**src/rtl/player_shot_ctrl.sv**
```systemverilog
// player_shot_ctrl
//   Schedules player shots over a shared pool of NUM_SLOTS bullet slots. A movement
//   tick is derived from the clock; on each tick a fire FSM (READY/COOL) may
//   allocate the lowest free slot at the player's muzzle, and every slot that was
//   active before the tick moves up by SPEED pixels or retires at the top edge.
//   Hits reported by collision logic free a slot at the next edge.
//
//   Optional feature macro: DUAL_SHOT_EN. When it is defined, each shot takes the
//   two lowest free slots, at player_x-8 and player_x+8.
//
// Ports
//   i_clk          system clock
//   i_reset        synchronous, active-high reset
//   i_ctrl_fire    fire button level
//   i_player_x     player centre x
//   i_player_y     player centre y
//   i_hit_valid    one-cycle pulse: slot i_hit_slot collided
//   i_hit_slot     index of the hit slot
//   o_slot_active  per-slot active flag
//   o_slot_x       slot i x at [10*i+9:10*i]
//   o_slot_y       slot i y at [10*i+9:10*i]
//   o_shot_fired   one-cycle pulse on each allocation
//   o_pool_full    all slots active (combinational)

module player_shot_ctrl #(
  parameter int unsigned NUM_SLOTS  = 4,
  parameter int unsigned TICK_DIV   = 2000000,
  parameter int unsigned COOLDOWN   = 8,
  parameter int unsigned SPEED      = 4,
  parameter int unsigned MUZZLE_OFS = 24
) (
  input  logic                         i_clk,
  input  logic                         i_reset,
  input  logic                         i_ctrl_fire,
  input  logic [9:0]                   i_player_x,
  input  logic [9:0]                   i_player_y,
  input  logic                         i_hit_valid,
  input  logic [$clog2(NUM_SLOTS)-1:0] i_hit_slot,
  output logic [NUM_SLOTS-1:0]         o_slot_active,
  output logic [10*NUM_SLOTS-1:0]      o_slot_x,
  output logic [10*NUM_SLOTS-1:0]      o_slot_y,
  output logic                         o_shot_fired,
  output logic                         o_pool_full
);

  localparam int unsigned CW = $clog2(TICK_DIV);
  localparam int unsigned DW = $clog2(COOLDOWN + 1);

  localparam logic [CW-1:0] TickLast = CW'(TICK_DIV - 1);
  localparam logic [DW-1:0] CoolInit = DW'(COOLDOWN);
  localparam logic [9:0]    Speed10  = 10'(SPEED);
  localparam logic [9:0]    Muzzle10 = 10'(MUZZLE_OFS);
  localparam logic [9:0]    DualOfs  = 10'd8;

  typedef enum logic [0:0] {StReady, StCool} state_e;

  state_e               r_state;
  logic [CW-1:0]        r_tick_cnt;
  logic [DW-1:0]        r_cool;
  logic [NUM_SLOTS-1:0] r_slot_active;
  logic [9:0]           r_slot_x [NUM_SLOTS];
  logic [9:0]           r_slot_y [NUM_SLOTS];
  logic                 r_shot_fired;

  logic                 w_tick;
  logic [NUM_SLOTS-1:0] w_sel_lo;
  logic [NUM_SLOTS-1:0] w_sel_hi;
  logic                 w_lo_found;
  logic                 w_hi_found;
  logic                 w_muzzle_ok;
  logic                 w_can_shoot;
  logic                 w_fire;
  logic [9:0]           w_shot_y;
  logic [9:0]           w_x_lo;
  logic [9:0]           w_x_hi;

  assign w_tick = (r_tick_cnt == TickLast);

  // One-hot selects for the lowest and second-lowest free slot, taken from the
  // active mask before this edge so slots freed this edge are not reused yet.
  always_comb begin
    w_sel_lo   = '0;
    w_sel_hi   = '0;
    w_lo_found = 1'b0;
    w_hi_found = 1'b0;
    for (int i = 0; i < NUM_SLOTS; i++) begin
      if (!r_slot_active[i]) begin
        if (!w_lo_found) begin
          w_lo_found  = 1'b1;
          w_sel_lo[i] = 1'b1;
        end else if (!w_hi_found) begin
          w_hi_found  = 1'b1;
          w_sel_hi[i] = 1'b1;
        end
      end
    end
  end

  assign w_muzzle_ok = (i_player_y >= Muzzle10);
  assign w_shot_y    = i_player_y - Muzzle10;

`ifdef DUAL_SHOT_EN
  assign w_can_shoot = w_lo_found && w_hi_found && w_muzzle_ok && (i_player_x >= DualOfs);
  assign w_x_lo      = i_player_x - DualOfs;
  assign w_x_hi      = i_player_x + DualOfs;
`else
  assign w_can_shoot = w_lo_found && w_muzzle_ok;
  assign w_x_lo      = i_player_x;
  assign w_x_hi      = i_player_x;
`endif

  assign w_fire = w_tick && (r_state == StReady) && i_ctrl_fire && w_can_shoot;

  always_ff @(posedge i_clk) begin
    if (i_reset) begin
      r_state       <= StReady;
      r_tick_cnt    <= '0;
      r_cool        <= '0;
      r_slot_active <= '0;
      r_shot_fired  <= 1'b0;
      for (int i = 0; i < NUM_SLOTS; i++) begin
        r_slot_x[i] <= '0;
        r_slot_y[i] <= '0;
      end
    end else begin
      r_tick_cnt   <= w_tick ? '0 : r_tick_cnt + CW'(1);
      r_shot_fired <= w_fire;

      for (int i = 0; i < NUM_SLOTS; i++) begin
        if (w_fire && w_sel_lo[i]) begin
          r_slot_active[i] <= 1'b1;
          r_slot_x[i]      <= w_x_lo;
          r_slot_y[i]      <= w_shot_y;
`ifdef DUAL_SHOT_EN
        end else if (w_fire && w_sel_hi[i]) begin
          r_slot_active[i] <= 1'b1;
          r_slot_x[i]      <= w_x_hi;
          r_slot_y[i]      <= w_shot_y;
`endif
        end else if (i_hit_valid && (int'(i_hit_slot) == i)) begin
          // Hit beats movement; coordinates hold so the renderer sees no jump.
          r_slot_active[i] <= 1'b0;
        end else if (w_tick && r_slot_active[i]) begin
          if (r_slot_y[i] >= Speed10) begin
            r_slot_y[i] <= r_slot_y[i] - Speed10;
          end else begin
            r_slot_active[i] <= 1'b0;
          end
        end
      end

      unique case (r_state)
        StReady: begin
          if (w_fire) begin
            r_cool  <= CoolInit;
            r_state <= StCool;
          end
        end
        StCool: begin
          if (w_tick) begin
            r_cool <= r_cool - DW'(1);
            if (r_cool == DW'(1)) begin
              r_state <= StReady;
            end
          end
        end
        default: r_state <= StReady;
      endcase
    end
  end

  always_comb begin
    o_slot_x = '0;
    o_slot_y = '0;
    for (int i = 0; i < NUM_SLOTS; i++) begin
      o_slot_x[10*i +: 10] = r_slot_x[i];
      o_slot_y[10*i +: 10] = r_slot_y[i];
    end
  end

  assign o_slot_active = r_slot_active;
  assign o_shot_fired  = r_shot_fired;
  assign o_pool_full   = &r_slot_active;

  // w_x_hi / w_sel_hi only feed the dual-shot path; keep them observed otherwise.
  logic w_unused;
  assign w_unused = ^{w_x_hi, w_sel_hi};

endmodule

```
**config.mk**
```make
export PLATFORM = sky130hd
export DESIGN_NAME = player_shot_ctrl
export DESIGN_NICKNAME = d
export VERILOG_FILES = /design/src/rtl/player_shot_ctrl.sv
export SDC_FILE = /design/constraint.sdc
export NUM_CORES = 1
export LEC_CHECK = 0
export BUFFER_PORTS_ARGS = -buffer_cell sky130_fd_sc_hd__buf_2
export CAP_MARGIN = 20
export CORE_ASPECT_RATIO = 0.6
export CORE_MARGIN = 2
export CORE_UTILIZATION = 50
export CTS_BUF_LIST = sky130_fd_sc_hd__clkbuf_8 sky130_fd_sc_hd__clkbuf_16
export DETAILED_ROUTE_END_ITERATION = 12
export PLACE_DENSITY = 0.73
export SKIP_LAST_GASP = 1
export SYNTH_ARGS = -nofsm -noshare
export SYNTH_HDL_FRONTEND = slang
export SYNTH_SLANG_ARGS = --single-unit
```
**constraint.sdc**
```tcl
create_clock -name i_clk -period 3.8 [get_ports i_clk]
set_clock_uncertainty 0.1 [all_clocks]
set_input_delay 0.57 -clock i_clk [delete_from_list [all_inputs] [get_ports i_clk]]
set_output_delay 0.57 -clock i_clk [all_outputs]
set_load 0.03 [all_outputs]
```
* Word-level counts from Yosys, hierarchy flattened
Memories as Yosys holds them, arrays and structs flattened.
Index checks and enable logic that the tools add are counted.
** Storage, ports and cells
- Flip-flop bits (word level) :: 31
- Logic and storage cells :: 157
- Output and inout bits :: 86
- RAM bits :: 80
- Input bits :: 26
- Memories kept :: 2
** Operators by class
- Mux-type cells :: 83
- Equal/unequal tests :: 11
- Bitwise gates (word level) :: 13
- $lt $le $gt $ge :: 5
- Reduce and logical (&&, ||, !) cells :: 28
- Add/sub/neg operators :: 7
** Memory list
- r_slot_x :: depth 4, bits a word 10, read ports 4, clocked after Yosys merged registers in 0, wr ports 4, RTL line 61 : logic [9:0] r_slot_x [NUM_SLOTS];
- r_slot_y :: depth 4, bits a word 10, read ports 4, clocked after Yosys merged registers in 0, wr ports 4, RTL line 62 : logic [9:0] r_slot_y [NUM_SLOTS];
** Operator list (number)
- 10-bit 2-to-1 mux :: 12
- 1-bit 2-to-1 mux :: 67
- 10-bit by 3-bit >= comparator with 1-bit output, second input constant :: 4
- 10-bit by 3-bit subtractor with 10-bit output, second input constant :: 4
- 21-bit by 1-bit adder with 21-bit output, second input constant :: 1
- 21-bit == test, second input constant :: 1
- 1-bit logical AND :: 16
- 3-bit inequality test, second input constant :: 4
- 1-bit OR :: 12
- 3-bit nonzero test :: 4
- 10-bit by 5-bit >= comparator with 1-bit output, second input constant :: 1
- 2-bit AND reduction :: 5
- 10-bit by 5-bit subtractor with 10-bit output, second input constant :: 1
- 4-bit 2-to-1 mux :: 2
- 4-bit one-hot mux with 2 select lines :: 1
- 2-bit == test, second input constant :: 2
- 4-bit by 1-bit == test with 1-bit output, second input constant :: 1
- 4-bit AND reduction :: 1
- 4-bit by 1-bit subtractor with 4-bit output, second input constant :: 1
- 2-bit by 1-bit == test with 1-bit output, second input constant :: 1
- 2-bit logical NOT :: 1
- 2-bit by 1-bit inequality test with 1-bit output, second input constant :: 1
- 2-bit inequality test, second input constant :: 1
- 1-bit one-hot mux with 2 select lines :: 1
- 2 further kinds :: 2

* Longest topological paths before layout
Gate-level depths: netlist of the first run.
- Word-level depth :: 12
- Depth in mapped cells :: 7

* Least setup slack after synthesis of the first run
OpenSTA, ideal clock, no wires.
- Path type :: register to register
- Start point :: register r_tick_cnt[0]
- End point :: memory r_slot_y[0][2], enable pin
- Buffers on the path :: 1
- Data required time :: 3365 ps
- Setup slack :: 706 ps
- Library setup time :: 335 ps
- Cell stages (with the launch flop) :: 7
- Clock period less this slack :: 3094 ps
- Arrival :: 2659 ps
- Path through :: dfxtp_1 > ha_1 > and4_4 > nand2_1 > buf_2 > o41ai_1 > nand2b_1
** RTL lines
- from (decl) :: RTL line 58 : logic [CW-1:0] r_tick_cnt;
- from (signal assigned) :: RTL line 126 : r_tick_cnt <= w_tick ? '0 : r_tick_cnt + CW'(1);
- to (decl) :: RTL line 62

==> flow_summary_export.csv, run 1 <==
group,metric,value,unit
layout,drive_gt1_share,24.79,%
logic_synthesis,synth_top_area_cell,"edfxtp_1",
placed_design,gp_congestion,0.8846,
worst_setup_path,crit_type,"reg2reg",
clock_tree,cts_resized,0,
logic_synthesis,synth_edf_count,80,
detailed_routing,first_pass_iters,7,
power_and_ir_drop,internal-power,1.870,mW
power_and_ir_drop,ir_worst_vdd,0.2435,mV
detailed_routing,ant_nets,0,
floorplanning,std_cell_rows,29,
logic_synthesis,async_flop_share,0,%
clock_tree,numCtsBuffers,9,
power_and_ir_drop,power_frac_clock,35.6,%
floorplanning,die_h,85.11,um
detailed_routing,drt-initial-drc-count,401,
power_and_ir_drop,seqPwrFrac,53.9,%
worst_setup_path,startpoint_type,"flip-flop",
detailed_routing,wl,14090,um
power_and_ir_drop,comb_power_share,10.5,%
clock_tree,cts_max_path_buffers,2,
logic_synthesis,syn-num-nets,523,
clock_tree,clock_latency,360,ps
worst_hold_path,hold_path_class,"reg2reg",
worst_setup_path,cp.required,3770,ps
timing,clock.fmax,343.7,MHz
global_route,grt_pass1_vias,4152,
timing,rsz0062_at_grt,"false",
detailed_routing,drcViolationCount,0,
timing,final-max-slew-violation-count,0,
global_route,grt_antenna_before_repair,0,
timing,hold_viol_final,0,
timing,finalCritPeriodShare,76.56,%
logic_synthesis,synth_seq_area_share,55.15,%
detailed_routing,via_per_inst,5.990,
worst_hold_path,holdPathStages,1,
clock_tree,cts_tree,"built",
clock_tree,clock_sinks,111,
floorplanning,core,0.01063,mm^2
floorplanning,die_area,0.01184,mm^2
clock_tree,holdBufCountCts,0,
placed_design,dp_cells,720,
clock_tree,cts-root-buf,"clkbuf_16",
worst_setup_path,ff2ff_path_depth,6,
logic_synthesis,ys_seq_elements,111,
floorplanning,start_util,51.56,%
outcome,outcome,"completed",
layout,diodes,0,
run,cap_viol_max_count,0,
logic_synthesis,ys.flop_type,"edfxtp_1",
placed_design,port_buffers,111,
logic_synthesis,synth_cell_types,51,
logic_synthesis,syn_area_per_cell,11.30,um^2
timing,tightest_slew,1063,ps
worst_setup_path,end_kind,"flip-flop",
timing,min_period,2909,ps
logic_synthesis,syn-cell-area,0.005482,mm^2
clock_tree,htreeDepth,3,
logic_synthesis,yosysWarnings,0,
detailed_routing,post_drt_wl_per_cell,19.15,um
floorplanning,io_pins,112,
timing,finalSetupTns,0,ps
layout,fin_cells,736,
timing,slew_headroom,28.68,%
layout,fin_nets,630,
timing,setup_violations,0,
global_route,overflow,0,
floorplanning,die_width,139.2,um
logic_synthesis,synth_top_area_share,43.83,%
worst_setup_path,cp.arrival,2880,ps
logic_synthesis,ys_top_cells_by_area,"edfxtp_1 44%, dfxtp_1 11%, and2_1 5.8%",
power_and_ir_drop,power.switching,0.6819,mW
power_and_ir_drop,leakage,2.345,nW
global_route,grt_first_pass_wirelength,22380,um
logic_synthesis,synthCells,485,
power_and_ir_drop,power_density,395.1,mW/mm^2
detailed_routing,vias,4409,
placed_design,dp_hpwl,10560,um
layout,area_growth,17.85,%
power_and_ir_drop,switching_share,26.72,%
global_route,grt_max_degree,21,
clock_tree,post_cts_buffers,0,
global_route,grtUsageTotal,24.45,%
clock_tree,path_clk_slew,70,ps
worst_setup_path,path_max_fanout,10,
-- stage by stage --
stage | util (%) | hold slack (ps) | worst slack [ps] | power [mW] | area (um^2)
6_report | 60.76 | 362.6 | 890.7 | 2.552 | 6460
5_1_grt | 60.76 | 388.3 | 707.0 | 2.637 | 6460
4_1_cts | 60.76 | 369.6 | 921.7 | 2.560 | 6460
3_5_place_dp | 58.11 | 353.0 | 707.9 | 1.669 | 6178
3_3_place_gp | 58.07 | 343.5 | 678.9 | 1.662 | 6173
2_1_floorplan | - | 329.5 | 706.0 | 1.562 | 5482
-- Yosys cell counts (4+ instances only) --
cell type / count
or3_1: 5
nor2_1: 28
o22ai_1: 24
ha_1: 12
and4_4: 4
or4b_1: 4
nand4_1: 15
edfxtp_1: 80
nor4_1: 9
nand3_1: 12
xor2_1: 14
dfxtp_1: 31
nand2b_1: 4
a21oi_1: 11
nor3b_1: 5
nand2_1: 18
and4_1: 4
xnor2_1: 26
buf_2: 11
clkbuf_1: 10
and2_1: 51
inv_1: 20
o21ai_0: 6
o2bb2ai_1: 8
nor3_1: 13
o211ai_1: 4
o31ai_1: 13
or4_1: 10
-- state kept, by name, summed over array words and instances, names as in the netlist --
name / flops
r_slot_y: 40
r_tick_cnt: 21
o_slot_active: 4
r_slot_x: 40
o_shot_fired: 1
r_cool: 4
r_state: 1
-- layer usage --
layer	track usage [%]	part of all wire, %	up-vias
met4	6.061	1.2	0
met5	0	0	-
met2	34.89	42	220
li1	-	-	2044
met1	37.06	47	2120
met3	6.659	9.8	25
-- placed cells by master, fill, tap and decap left out, types with 5 or more instances in the layout --
cell type	n
nand3_1	12
dfxtp_1	31
buf_4	6
nand2_1	18
and2_1	51
o31ai_1	11
xnor2_1	26
inv_1	21
o21ai_0	5
or3_1	5
buf_2	112
nor2_1	28
nor4_1	9
a21oi_1	11
nor3_1	13
or4_1	10
xor2_1	14
edfxtp_1	80
nand4_1	15
o22ai_1	24
nor3b_1	5
clkbuf_16	9
ha_1	12
o2bb2ai_1	8
-- cells by family after synthesis --
kind of cell    Yosys count  synth area share (%)
buf+inv                  42                 3.196
simple gates            199                 22.32
xor+xnor                 40                 6.391
compound gates           81                 10.20
fa+ha+maj                12                 2.739
flops                   111                 55.15
-- worst max-delay path, stage by stage, from the launching register on --
cell and delay, ps:
dfxtp_1 370, ha_1 250, and4_4 270, nand2_1 240, or4b_1 780, o311ai_1 320
buf_2 280
-- path summary, 6_finish.rpt --
| kind | start | endpoint | slack [ps] |
|---|---|---|---|
| setup / recovery | r_tick_cnt[0]$_SDFF_PP0_ | r_slot_y[1][7]$_SDFFCE_PN0P_ | 890 |
| hold / removal | r_tick_cnt[0]$_SDFF_PP0_ | r_tick_cnt[0]$_SDFF_PP0_ | 360 |
| setup reg to reg | r_tick_cnt[0]$_SDFF_PP0_ | r_slot_y[1][7]$_SDFFCE_PN0P_ | 890 |
| hold reg to reg | r_tick_cnt[0]$_SDFF_PP0_ | r_tick_cnt[0]$_SDFF_PP0_ | 360 |
-- layout make-up --
| cell class | instances | area (um^2) |
|---|---|---|
| timing repair buffer | 118 | 605.6 |
| inverter | 20 | 75.07 |
| multi-input combinational | 332 | 2301 |
| fill | 901 | 4172 |
| tap | 139 | 173.9 |
| sequential | 111 | 3023 |
| clock buffer | 9 | 225.2 |
| clock inverter | 7 | 56.30 |
-- power groups by stage --
stage          Clock, mW  Sequential (mW)  Combinational (mW)
6_report           0.909             1.38               0.267
5_1_grt            0.973             1.38               0.283
4_1_cts            0.918             1.38               0.267
3_5_place_dp           0             1.40               0.266
3_3_place_gp           0             1.40               0.263
2_1_floorplan          0             1.49              0.0728
Note: power is estimated with default switching activity, not from simulation.
==> run 2, diff against run 1 <==
==> constraint.sdc (replaced) <==
create_clock -name i_clk -period 2.8 [get_ports i_clk]
set_clock_uncertainty 0.1 [all_clocks]
set_input_delay 0.42 -clock i_clk [delete_from_list [all_inputs] [get_ports i_clk]]
set_output_delay 0.42 -clock i_clk [all_outputs]
set_load 0.03 [all_outputs]
==> run 2 against run 1 <==
  * Clock power is 36% higher
  * Sequential power increased by 36%
  * Routed wire length is 3.3% higher
  * Core utilization grew 1.5 points
  * Via count is 2.6% higher
  * Register-to-register slack got worse by 760 ps
  * Critical path depth down 1
  * Combinational power increased by 38%
  * Global-route usage is 0.59 points higher
  * Clock-buffer cell count is the same
  * Setup slack worse by 760 ps
  * Critical path type unchanged
  * Critical endpoint is now r_slot_x[2][0]$_SDFFCE_PN0P_
==> flow_summary_export.csv, run 2 (synthesis results as in run 1) <==
group,metric,value,unit
outcome,outcome,"completed",
layout,final_area,0.006619,mm^2
worst_setup_path,crit_family,"compound AO/OA/AOI/OAI gates",
global_route,grt_max_degree,21,
clock_tree,cts-root-buf,"clkbuf_16",
worst_setup_path,ff2ff_path_depth,5,
layout,layout_common_cells,"113 x buf_2, 80 x edfxtp_1, 51 x and2_1",
worst_setup_path,startpoint_type,"flip-flop",
detailed_routing,vias,4525,
layout,area_growth,20.75,%
clock_tree,cts_tree,"built",
floorplanning,die_h,85.11,um
global_route,grt_antenna_before_repair,0,
worst_setup_path,r2r_setup_slack,130,ps
power_and_ir_drop,seqPwrFrac,53.7,%
timing,tightest_slew,1079,ps
power_and_ir_drop,power_frac_clock,35.7,%
floorplanning,die_area,0.01184,mm^2
layout,drive_gt1_share,27.51,%
worst_setup_path,worst_path_max_delay_cell,"o31ai_2",
clock_tree,path_clk_slew,70,ps
worst_setup_path,end_kind,"flip-flop",
detailed_routing,wl,14560,um
worst_setup_path,crit_type,"reg2reg",
layout,reg_top3,"r_slot_x (40), r_slot_y (40), r_tick_cnt (21)",
clock_tree,numCtsBuffers,9,
worst_hold_path,min_to,"r_slot_x[3][2]$_SDFFCE_PN0P_",
placed_design,port_buffers,111,
layout,layout_commonest_cell,"buf_2",
global_route,grt_first_pass_wirelength,22910,um
floorplanning,die_width,139.2,um
timing,clock.fmax,374.5,MHz
clock_tree,htreeDepth,3,
placed_design,placed_cell_area,0.006329,mm^2
clock_tree,cts_max_path_buffers,2,
layout,diodes,0,
power_and_ir_drop,leakage,2.444,nW
placed_design,dp_hpwl,11090,um
worst_setup_path,r2r_end,"r_slot_x[2][0]$_SDFFCE_PN0P_",
power_and_ir_drop,power,3.479,mW
clock_tree,post_cts_buffers,0,
floorplanning,core,0.01063,mm^2
clock_tree,clock_sinks,111,
detailed_routing,post_drt_wl_per_cell,19.23,um
timing,setup_violations,0,
clock_tree,holdBufCountCts,0,
power_and_ir_drop,internal-power,2.548,mW
timing,finalCritPeriodShare,95.36,%
worst_setup_path,crit_buf_inv,1,
worst_setup_path,path_max_fanout,10,
power_and_ir_drop,power_density,525.6,mW/mm^2
worst_setup_path,cp.required,2670,ps
power_and_ir_drop,switching_share,26.76,%
power_and_ir_drop,power.switching,0.9310,mW
timing,final-max-slew-violation-count,0,
timing,slew_headroom,27.64,%
worst_hold_path,hp-start,"i_player_x[2]",
floorplanning,start_util,51.56,%
floorplanning,io_pins,112,
detailed_routing,ant_nets,0,
layout,fin_util,62.26,%
worst_setup_path,critPathMaxStageDelay,850,ps
layout,fin_nets,651,
placed_design,gp_congestion,0.9023,
worst_setup_path,worstPathCellList,"nor4bb_1 -> and4_1 -> nand3_1 -> buf_4 -> o31ai_2",
global_route,grtUsageTotal,25.04,%
floorplanning,std_cell_rows,29,
worst_hold_path,holdPathStages,2,
worst_setup_path,rr_startpoint,"r_tick_cnt[17]$_SDFF_PP0_",
power_and_ir_drop,ir_worst_vdd,0.3500,mV
detailed_routing,via_per_inst,5.978,
worst_hold_path,hold_path_class,"in2reg",
clock_tree,clock_latency,350,ps
global_route,overflow,0,
power_and_ir_drop,comb_power_share,10.6,%
detailed_routing,first_pass_iters,5,
timing,min_period,2670,ps
worst_setup_path,cp.arrival,2540,ps
detailed_routing,drt-initial-drc-count,522,
global_route,grt_pass1_vias,4194,
detailed_routing,drcViolationCount,0,
clock_tree,cts_resized,0,
timing,rsz0062_at_grt,"true",
timing,hold_viol_final,0,
run,cap_viol_max_count,0,
## run 2: cell type report
type | count | area (um^2)
clock buffer | 9 | 225.2
tap | 139 | 173.9
clock inverter | 7 | 60.06
multi-input combinational | 332 | 2301
timing repair buffer | 139 | 760.7
sequential | 111 | 3023
fill | 895 | 4013
inverter | 20 | 75.07
## run 2: worst max-delay path by stage
| stage | from | to | slack (ps) | cells past startpoint |
|---|---|---|---|---|
| CTS | r_tick_cnt[17]$_SDFF_PP0_ | r_slot_x[2][2]$_SDFFCE_PN0P_ | 60 | 5 |
| detailed placement | r_tick_cnt[17]$_SDFF_PP0_ | r_slot_x[2][4]$_SDFFCE_PN0P_ | 70 | 5 |
| finish | r_tick_cnt[17]$_SDFF_PP0_ | r_slot_x[2][0]$_SDFFCE_PN0P_ | 130 | 5 |
| global placement | i_ctrl_fire | r_slot_x[1][4]$_SDFFCE_PN0P_ | 170 | 6 |
| global route | r_tick_cnt[0]$_SDFF_PP0_ | r_slot_x[2][9]$_SDFFCE_PN0P_ | -70 | 6 |
| floorplan | r_tick_cnt[14]$_SDFF_PP0_ | r_slot_x[1][0]$_SDFFCE_PN0P_ | 70 | 7 |
## run 2: worst reg2reg max path, cell delays in order (launching register included)
cell,delay (ps)
dfxtp_1,340
nor4bb_1,330
and4_1,280
nand3_1,170
buf_4,210
o31ai_2,860
## run 2: layer usage
layer / routed length (um) / track usage, % / up-vias
li1: - / - / 2087
met1: 6756 / 38.54 / 2193
met2: 6156 / 36.09 / 226
met3: 1471 / 5.361 / 19
met4: 171 / 6.428 / 0
met5: 0 / 0 / -
## run 2: power by group through the flow
stage	sequential, mW	clock, mW	combinational (mW)
finish	1.87	1.24	0.369
global route	1.88	1.32	0.390
CTS	1.87	1.26	0.367
detailed placement	1.90	0	0.365
global placement	1.90	0	0.361
floorplan	2.02	0	0.0993
## run 2: through the flow
stage	setup WS, ps	setup TNS, ps	hold WS [ps]	instances
floorplan	68.09	0	329.5	485
global placement	168.7	0	343.9	739
detailed placement	70.22	0	361.6	740
CTS	64.06	0	277.4	756
global route	-72.09	-1363	280.0	757
finish	129.9	0	282.5	757
==> run 3, diff against run 2 <==
--- a/config.mk
+++ b/config.mk
@@ -7,7 +7,7 @@
 export LEC_CHECK = 0
 export BUFFER_PORTS_ARGS = -buffer_cell sky130_fd_sc_hd__buf_2
 export CAP_MARGIN = 20
-export CORE_ASPECT_RATIO = 0.6
+export CORE_ASPECT_RATIO = 1.1
 export CORE_MARGIN = 2
 export CORE_UTILIZATION = 50
 export CTS_BUF_LIST = sky130_fd_sc_hd__clkbuf_8 sky130_fd_sc_hd__clkbuf_16
==> run 3 against run 2 <==
  * Sequential share of layout area decreased by 0.55 points
  * Final area increased by 1.2%
  * Die area decreased by 0.23%
  * Power increased by 0.76%
  * Core utilization decreased by 0.28 points
  * Sequential cell count unchanged
  * Maximum frequency increased by 2.6%
  * Setup slack improved by 69 ps
  * First-iteration DRC count decreased by 32%
  * Largest power group unchanged
  * Highest routed layer unchanged
==> flow_summary_export.csv, run 3 (synthesis results as in run 1) <==
group,metric,value,unit
clock_tree,numCtsBuffers,9,
worst_setup_path,startpoint_type,"flip-flop",
layout,drive_gt1_share,27.99,%
layout,layout_commonest_cell,"buf_2",
global_route,grtUsageTotal,23.72,%
global_route,grt_first_pass_wirelength,21940,um
timing,finalCritPeriodShare,92.91,%
detailed_routing,ant_nets,0,
worst_setup_path,crit_type,"reg2reg",
floorplanning,die_h,113.8,um
floorplanning,die_width,103.8,um
power_and_ir_drop,seqPwrFrac,53.2,%
floorplanning,start_util,50.71,%
clock_tree,clock_latency,360,ps
worst_setup_path,worst_path_max_delay_cell,"o31ai_4",
placed_design,port_buffers,111,
placed_design,pre_cts_slack,3.024,ps
layout,fin_nets,651,
worst_setup_path,crit_family,"simple AND/OR/NAND/NOR gates",
floorplanning,core,0.01081,mm^2
global_route,grt_pass1_vias,4226,
layout,regArea,0.003023,mm^2
outcome,outcome,"completed",
worst_hold_path,hold_path_class,"in2reg",
power_and_ir_drop,power.switching,0.9460,mW
layout,layout_common_cells,"111 x buf_2, 80 x edfxtp_1, 51 x and2_1",
clock_tree,clock_sinks,111,
power_and_ir_drop,internal-power,2.559,mW
worst_setup_path,cp.depth,5,
detailed_routing,post_drt_wl_per_cell,18.16,um
timing,setup_violations,0,
worst_setup_path,path_max_fanout,10,
worst_setup_path,worstPathCellList,"nor4bb_1 -> and4_1 -> nand3_1 -> buf_4 -> o31ai_4",
layout,area_growth,22.23,%
timing,clock.fmax,384.4,MHz
global_route,overflow,0,
placed_design,gp_congestion,0.9114,
clock_tree,cts_max_path_buffers,2,
power_and_ir_drop,power_density,523.1,mW/mm^2
layout,multi_input_area,0.002345,mm^2
floorplanning,std_cell_rows,40,
timing,hold_ws,269.8,ps
layout,reg_top3,"r_slot_x (40), r_slot_y (40), r_tick_cnt (21)",
floorplanning,die_area,0.01182,mm^2
detailed_routing,drt-initial-drc-count,353,
timing,setup_ws,198.5,ps
worst_setup_path,cp.arrival,2510,ps
layout,diodes,0,
timing,min_period,2601,ps
timing,hold_viol_final,0,
timing,slew_headroom,51.52,%
detailed_routing,wl,13890,um
detailed_routing,drcViolationCount,0,
placed_design,dp_hpwl,10210,um
power_and_ir_drop,switching_share,26.99,%
worst_hold_path,holdPathStages,2,
timing,final-max-slew-violation-count,0,
worst_setup_path,crit_buf_inv,1,
worst_setup_path,end_kind,"flip-flop",
clock_tree,cts-root-buf,"clkbuf_16",
clock_tree,path_clk_slew,80,ps
detailed_routing,first_pass_iters,5,
power_and_ir_drop,ir_worst_vdd,0.3375,mV
floorplanning,io_pins,112,
timing,rsz0062_at_grt,"false",
detailed_routing,vias,4428,
clock_tree,htreeDepth,3,
global_route,grt_max_degree,22,
power_and_ir_drop,power_frac_clock,36.3,%
worst_setup_path,critPathMaxStageDelay,460,ps
run,cap_viol_max_count,0,
worst_setup_path,cp.required,2700,ps
worst_setup_path,ff2ff_path_depth,5,
global_route,grt_antenna_before_repair,0,
power_and_ir_drop,leakage,2.460,nW
layout,n_fill_cell,881,
timing,tightest_slew,726.0,ps
clock_tree,holdBufCountCts,0,
clock_tree,cts_tree,"built",
power_and_ir_drop,comb_power_share,10.5,%
detailed_routing,via_per_inst,5.788,
-- run 3: cell count changes in the layout (fill, tap and decap cells not counted), sizes merged --
cell	delta
inv	-1
clkinv	+1
-- run 3: path summary, 6_finish.rpt --
| check | endpoint | slack (ps) | from |
|---|---|---|---|
| max | r_slot_x[2][0]$_SDFFCE_PN0P_ | 200 | r_tick_cnt[17]$_SDFF_PP0_ |
| min | r_slot_x[0][8]$_SDFFCE_PN0P_ | 270 | i_player_x[8] |
| max reg2reg | r_slot_x[2][0]$_SDFFCE_PN0P_ | 200 | r_tick_cnt[17]$_SDFF_PP0_ |
| min reg2reg | r_tick_cnt[0]$_SDFF_PP0_ | 360 | r_tick_cnt[0]$_SDFF_PP0_ |
-- run 3: worst reg2reg max path, cell delays in order, from the launching register on --
cell      delay [ps]
dfxtp_1          410
nor4bb_1         430
and4_1           310
nand3_1          260
buf_4            280
o31ai_4          460
-- run 3: metrics by stage --
stage | cell area (um^2) | power [mW] | instances | utilization (%) | TNS [ps]
after global placement | 6334 | 2.254 | 747 | 58.59 | 0
after floorplan | 5489 | 2.120 | 485 | - | 0
after detailed placement | 6334 | 2.261 | 747 | 58.59 | 0
final | 6700 | 3.505 | 765 | 61.98 | 0
after CTS | 6656 | 3.509 | 763 | 61.57 | -71.88
after global routing | 6700 | 3.603 | 765 | 61.98 | 0
-- run 3: final cells by class --
type                       instances  share of cell area [%]
sequential                       111                   45.12
inverter                          20                   1.120
multi-input combinational        332                   35.00
clock buffer                       9                   3.361
clock inverter                     7                   1.046
timing repair buffer             139                   11.62
tap                              147                   2.745
-- run 3: power by group through the flow --
stage	Sequential, mW	Clock [mW]	Combinational [mW]
CTS	1.87	1.28	0.362
detailed placement	1.90	0	0.358
floorplan	2.02	0	0.0993
global placement	1.90	0	0.353
global route	1.87	1.34	0.391
finish	1.87	1.27	0.367
-- run 3: routing by layer --
| metal | track usage, % | wire length [um] |
|---|---|---|
| met1 | 30.90 | 6044 |
| met3 | 4.514 | 828 |
| met2 | 38.99 | 6634 |
| met4 | 10.45 | 382 |
| met5 | 0 | 0 |
-- run 3: what timing repair did --
action,in CTS,in global routing
setup buffers,0,2
endpoints found under the setup margin,36,38
pin swaps,0,2
gates resized for setup,4,2
cloned,0,0
